--- config.mk ---
export PLATFORM = sky130hd
export DESIGN_NAME = sram_word_bridge
export DESIGN_NICKNAME = d
export VERILOG_FILES = /design/src/rtl/sram_word_bridge.sv
export SDC_FILE = /design/constraint.sdc
export NUM_CORES = 1
export LEC_CHECK = 0
export CAP_MARGIN = 10
export CORE_ASPECT_RATIO = 1.25
export CORE_MARGIN = 10
export CORE_UTILIZATION = 48
export DETAILED_ROUTE_END_ITERATION = 10
export PLACE_DENSITY = 0.78
export SLEW_MARGIN = 5
export SYNTH_ARGS = -nofsm -noshare
export SYNTH_HDL_FRONTEND = slang
export SYNTH_SLANG_ARGS = --single-unit
--- constraint.sdc ---
create_clock -name clk -period 5 [get_ports clk]
set_input_delay 1.25 -clock clk [delete_from_list [all_inputs] [get_ports clk]]
set_output_delay 1.25 -clock clk [all_outputs]
set_load 0.01 [all_outputs]
--- src/rtl/sram_word_bridge.sv ---
// sram_word_bridge: splits one DATA_W host access into BEATS = DATA_W/SRAM_W
// sequential SRAM_W accesses on an asynchronous SRAM with active-low strobes.
// Each beat is a SETUP cycle followed by a STROBE cycle, most-significant slice first.
// A single FINISH cycle pulses done.
//
// Ports:
//   clk, reset              rising-edge clock, asynchronous active-high reset
//   req, write, addr, wdata host request; sampled only in IDLE
//   rdata                   last completed read word
//   busy, done              busy in SETUP/STROBE, one-cycle done pulse in FINISH
//   sram_addr               {latched addr, beat index}
//   sram_dq_out, sram_dq_oe write data and its drive enable (tri-state built above)
//   sram_dq_in              SRAM read data
//   sram_cs_n/oe_n/we_n     active-low SRAM strobes (all registered)
module sram_word_bridge #(
    parameter int unsigned DATA_W = 32,
    parameter int unsigned SRAM_W = 16,
    parameter int unsigned ADDR_W = 11,
    localparam int unsigned BEATS = DATA_W / SRAM_W,
    localparam int unsigned BW = $clog2(BEATS)
) (
    input  logic                 clk,
    input  logic                 reset,
    input  logic                 req,
    input  logic                 write,
    input  logic [ADDR_W-1:0]    addr,
    input  logic [DATA_W-1:0]    wdata,
    output logic [DATA_W-1:0]    rdata,
    output logic                 busy,
    output logic                 done,
    output logic [ADDR_W+BW-1:0] sram_addr,
    output logic [SRAM_W-1:0]    sram_dq_out,
    output logic                 sram_dq_oe,
    input  logic [SRAM_W-1:0]    sram_dq_in,
    output logic                 sram_cs_n,
    output logic                 sram_oe_n,
    output logic                 sram_we_n
);

    // Beat counter keeps one bit even when BEATS = 1; it then never leaves zero.
    localparam int unsigned BeatW = (BW == 0) ? 1 : BW;
    localparam int unsigned SaW = ADDR_W + BW;
    localparam logic [BeatW-1:0] LastBeat = BeatW'(BEATS - 1);

    typedef enum logic [1:0] {StIdle, StSetup, StStrobe, StFinish} state_e;

    state_e              state_q, state_d;
    logic [BeatW-1:0]    beat_q, beat_d;
    logic                write_q, write_d;
    logic [ADDR_W-1:0]   addr_q, addr_d;
    logic [DATA_W-1:0]   wdata_q, wdata_d;
    logic [DATA_W-1:0]   shadow_q, shadow_d;
    logic [DATA_W-1:0]   rdata_q, rdata_d;
    logic                busy_q, busy_d;
    logic                done_q, done_d;
    logic                cs_n_q, cs_n_d;
    logic                oe_n_q, oe_n_d;
    logic                we_n_q, we_n_d;
    logic                dq_oe_q, dq_oe_d;
    logic [SaW-1:0]      sram_addr_q, sram_addr_d;
    logic [SRAM_W-1:0]   dq_out_q, dq_out_d;

    // State register
    always_ff @(posedge clk or posedge reset) begin
        if (reset) begin
            state_q <= StIdle;
        end else begin
            state_q <= state_d;
        end
    end

    // Next-state and datapath
    always_comb begin
        state_d  = state_q;
        beat_d   = beat_q;
        write_d  = write_q;
        addr_d   = addr_q;
        wdata_d  = wdata_q;
        shadow_d = shadow_q;
        rdata_d  = rdata_q;
        case (state_q)
            StIdle: begin
                if (req) begin
                    state_d = StSetup;
                    beat_d  = '0;
                    write_d = write;
                    addr_d  = addr;
                    wdata_d = wdata;
                end
            end
            StSetup: state_d = StStrobe;
            StStrobe: begin
                // Beats arrive MSB slice first, so shifting left assembles the word.
                if (!write_q) begin
                    shadow_d = (shadow_q << SRAM_W) | DATA_W'(sram_dq_in);
                end
                if (beat_q == LastBeat) begin
                    state_d = StFinish;
                    if (!write_q) begin
                        rdata_d = shadow_d;
                    end
                end else begin
                    state_d = StSetup;
                    beat_d  = beat_q + BeatW'(1);
                    // Next write slice moves into the top SRAM_W bits.
                    wdata_d = wdata_q << SRAM_W;
                end
            end
            StFinish: state_d = StIdle;
            default:  state_d = StIdle;
        endcase
    end

    // Registered outputs, computed from the state being entered
    always_comb begin
        busy_d      = 1'b0;
        done_d      = 1'b0;
        cs_n_d      = 1'b1;
        oe_n_d      = 1'b1;
        we_n_d      = 1'b1;
        dq_oe_d     = 1'b0;
        sram_addr_d = sram_addr_q;
        dq_out_d    = dq_out_q;
        case (state_d)
            StSetup: begin
                busy_d      = 1'b1;
                cs_n_d      = 1'b0;
                // Address and data only change here, never under an active we_n.
                sram_addr_d = (SaW'(addr_d) << BW) | SaW'(beat_d);
                if (write_d) begin
                    dq_oe_d  = 1'b1;
                    dq_out_d = wdata_d[DATA_W-1 -: SRAM_W];
                end else begin
                    oe_n_d = 1'b0;
                end
            end
            StStrobe: begin
                busy_d = 1'b1;
                cs_n_d = 1'b0;
                if (write_d) begin
                    dq_oe_d = 1'b1;
                    we_n_d  = 1'b0;
                end else begin
                    oe_n_d = 1'b0;
                end
            end
            StFinish: done_d = 1'b1;
            default: ;
        endcase
    end

    always_ff @(posedge clk or posedge reset) begin
        if (reset) begin
            beat_q      <= '0;
            write_q     <= 1'b0;
            addr_q      <= '0;
            wdata_q     <= '0;
            shadow_q    <= '0;
            rdata_q     <= '0;
            busy_q      <= 1'b0;
            done_q      <= 1'b0;
            cs_n_q      <= 1'b1;
            oe_n_q      <= 1'b1;
            we_n_q      <= 1'b1;
            dq_oe_q     <= 1'b0;
            sram_addr_q <= '0;
            dq_out_q    <= '0;
        end else begin
            beat_q      <= beat_d;
            write_q     <= write_d;
            addr_q      <= addr_d;
            wdata_q     <= wdata_d;
            shadow_q    <= shadow_d;
            rdata_q     <= rdata_d;
            busy_q      <= busy_d;
            done_q      <= done_d;
            cs_n_q      <= cs_n_d;
            oe_n_q      <= oe_n_d;
            we_n_q      <= we_n_d;
            dq_oe_q     <= dq_oe_d;
            sram_addr_q <= sram_addr_d;
            dq_out_q    <= dq_out_d;
        end
    end

    assign rdata       = rdata_q;
    assign busy        = busy_q;
    assign done        = done_q;
    assign sram_addr   = sram_addr_q;
    assign sram_dq_out = dq_out_q;
    assign sram_dq_oe  = dq_oe_q;
    assign sram_cs_n   = cs_n_q;
    assign sram_oe_n   = oe_n_q;
    assign sram_we_n   = we_n_q;

endmodule

==> run_results.csv <==
group,metric,value,unit
final_layout,antenna_cells,0,
clocking,htreeDepth,4,
sta,period_minus_slack,3.12,ns
clocking,cts_buffer_depth,2,
die,pin_count,129,
worst_setup_path,required,5.28,ns
detailed_routing,vias_per_cell,5.23,
yosys,ys_async_sr_fraction,100,%
die,die_w,112,um
pwr,irDropWorstVdd,0.382,mV
detailed_routing,vias,3052,
clocking,postCtsSetupBuffers,0,
sta,finalSetupViolations,0,
worst_setup_path,crit_top_cell,"nor2_1",
min_path,hold_path.class,"reg2reg",
die,die-area,15200,sq um
detailed_routing,drt_iter0_drc,101,
die,placementRows,42,
worst_setup_path,crit_chain,"clkdlybuf4s50_1, nor2_1, nor2_1, ha_1, nand2_4, mux2_4",
yosys,synth_cell_type_count,28,
worst_setup_path,cp_slowest_cell,"ha_1",
yosys,synth_area_per_cell,16.4,sq um
sta,finalClockSkew,0.00507,ns
detailed_routing,antenna_left,0,
die,chipHeight,135,um
clocking,worstSkewPairLatency,0.40,ns
final_layout,stdcell_count,584,
worst_setup_path,worst_setup_path_start_kind,"input port",
placement,post-dp-hpwl,8070,um
yosys,ys.flop_type,"dfrtp_1",
job,max-cap-violations,0,
worst_setup_path,crit_fanout,16,
global_route,grt_pass1_wl,18800,um
clocking,cts_root_buf,"clkbuf_16",
yosys,synthTopCellsByCount,"dfrtp_1 (126), mux2_2 (47), mux2_4 (40)",
die,initial_core_util,48.6,%
detailed_routing,routedWlPerCell,19.3,um
clocking,ctsHoldBuffers,0,
sta,fin_crit_sh,62.5,%
placement,dp_cells,554,
clocking,cts_resized,0,
pwr,power.static_leakage,3.09,nW
global_route,grt_util_all_layers,15.3,%
worst_setup_path,cp.arrival,3.40,ns
detailed_routing,firstDrtPassIters,4,
clocking,cts_buffers,17,
yosys,synth_edf_count,0,
sta,layout_setup_ws,1.88,ns
worst_setup_path,crit_type,"in2reg",
die,coreArea,10500,sq um
yosys,synth_area_leaders,"dfrtp_1 (62%), mux2_4 (12%), mux2_2 (10%)",
global_route,antenna_found_initial,0,
pwr,powerDensity,694,nW/um^2
sta,max_freq,320,MHz
yosys,synth.most_common_cell,"dfrtp_1",
clocking,clock_sinks,129,
global_route,grt_overflow,0,
sta,rsz0062_at_grt,"false",
final_layout,area.growth.synth_to_final,37.0,%
yosys,synth-seq-area-share,63.2,%
yosys,synthesis.area,5110,sq um
yosys,yosysTopAreaCell,"dfrtp_1",
final_layout,layout.nets,506,
sta,setup_tns,0,ns
sta,finalHoldViolCount,0,
placement,place_congestion,0.756,
status,outcome,"complete, no violations",
sta,relSlewSlack,19.0,%
sta,timing_max_transition_violations_final,0,
final_layout,final_layout_size_suffix_gt1_share,28.3,%
yosys,syn_nets,376,
placement,io_buffers,128,
yosys,synth_warnings,0,
sta,worst_pin_slew,1.21,ns
detailed_routing,postRouteWirelength,11300,um
global_route,grt_max_degree,82,
worst_setup_path,critPathMaxStageDelay,0.64,ns
global_route,grt_pass1_vias,3477,
yosys,synth_top_area_share,61.7,%
yosys,synth_cells,311,
pwr,finalPower,4.86,mW
worst_setup_path,end_kind,"flip-flop",
detailed_routing,drc,0,
clocking,cts_tree,"yes",
yosys,yosys_register_bits,129,
placement,pre_cts_ws,1.45,ns
clocking,cts.clk_slew.worst_paths,0.05,ns
==> stage by stage <==
step / hold WS [ns] / utilization, % / instance area (sq um)
finish: 0.452 / 66.6 / 7000
global route: 0.484 / 66.6 / 7000
CTS: 0.457 / 66.6 / 7000
detailed placement: 0.449 / 61.2 / 6430
global placement: 0.449 / 61.2 / 6430
floorplan: 0.404 / - / 5110
==> cells by family (layout without fill, tap and decap cells) <==
logic type / Yosys count / after routing / synth area share, %
DFF: 129 / 129 / 63.2
muxes: 88 / 88 / 22.4
AOI/OAI and AO/OA: 51 / 51 / 8.33
buffers and inverters: 25 / 166 / 3.57
and+or+nand+nor: 16 / 16 / 1.98
adders and majority gates: 2 / 2 / 0.490
==> path summary, 6_finish.rpt <==
path	startpoint	to	slack, ns	depth (start not counted)
max	req	sram_dq_out[4]	1.88	6
min	write_q	sram_we_n	0.45	1
max reg2reg	state_q[0]	rdata[3]	2.14	4
min reg2reg	write_q	sram_we_n	0.45	1
max in group asynchronous	reset	addr_q[4]	2.62	3
min in group asynchronous	reset	shadow_q[1]	1.42	2
==> cells in the final DEF (no fill, tap or decap) <==
cell and n:
nand2_1 3, bufinv_16 2, clkinv_2 4, nor2_1 3, inv_4 1, nand2b_1 1, or2_2 1, a21o_1 2
nor3b_4 1, mux2_2 47, nor2b_1 3, dfstp_2 3, a211o_1 1, a22o_1 16, and2_4 1, clkbuf_8 4
a22oi_1 15, inv_1 2, clkdlybuf4s50_1 128, mux2i_2 1, ha_1 2, a2bb2oi_1 1, buf_4 4, inv_2 1
mux2_4 40, clkbuf_16 17, o2bb2ai_1 16, and2b_1 2, dfrtp_1 126, clkbuf_1 3, nand2_4 1
==> cell type report <==
type                    instances  area, sq um
clock inverters                 6         80.1
clock buffers                  24          492
inverters                       4         17.5
flip-flops and latches        129         3230
well taps                     132          165
repair buffers                132         1310
multi-input cells             157         1700
fillers                       751         3510
==> worst max-delay path, delay by kind of cell <==
| kind | cells | cell delay [ns] |
|---|---|---|
| multiplexers | 1 | 0.38 |
| adder cells (fa/ha/maj) | 1 | 0.64 |
| AND/OR/NAND/NOR | 3 | 0.60 |
| buffers and inverters | 1 | 0.52 |
==> sequential cells by signal (all words and copies together) (netlist names) <==
| signal | flops |
|---|---|
| addr_q | 11 |
| sram_we_n | 1 |
| state_q | 2 |
| wdata_q | 32 |
| busy | 1 |
| sram_cs_n | 1 |
| done | 1 |
| beat_q | 1 |
| shadow_q | 16 |
| write_q | 1 |
| sram_dq_out | 16 |
| sram_dq_oe | 1 |
| sram_addr | 12 |
| sram_oe_n | 1 |
| rdata | 32 |
==> where the power goes <==
group,total [mW],switching (mW),internal (mW)
sequential,1.85,0.288,1.56
clock,1.17,0.397,0.777
combinational,1.83,0.705,1.12
total,4.86,1.39,3.47
==> metal layers <==
layer	routed length, um	GRT usage [%]
met1	4630	17.2
met2	5850	25.7
met4	182	6.57
met3	640	5.63
met5	0	0
Power figures use the tool's default switching activity.
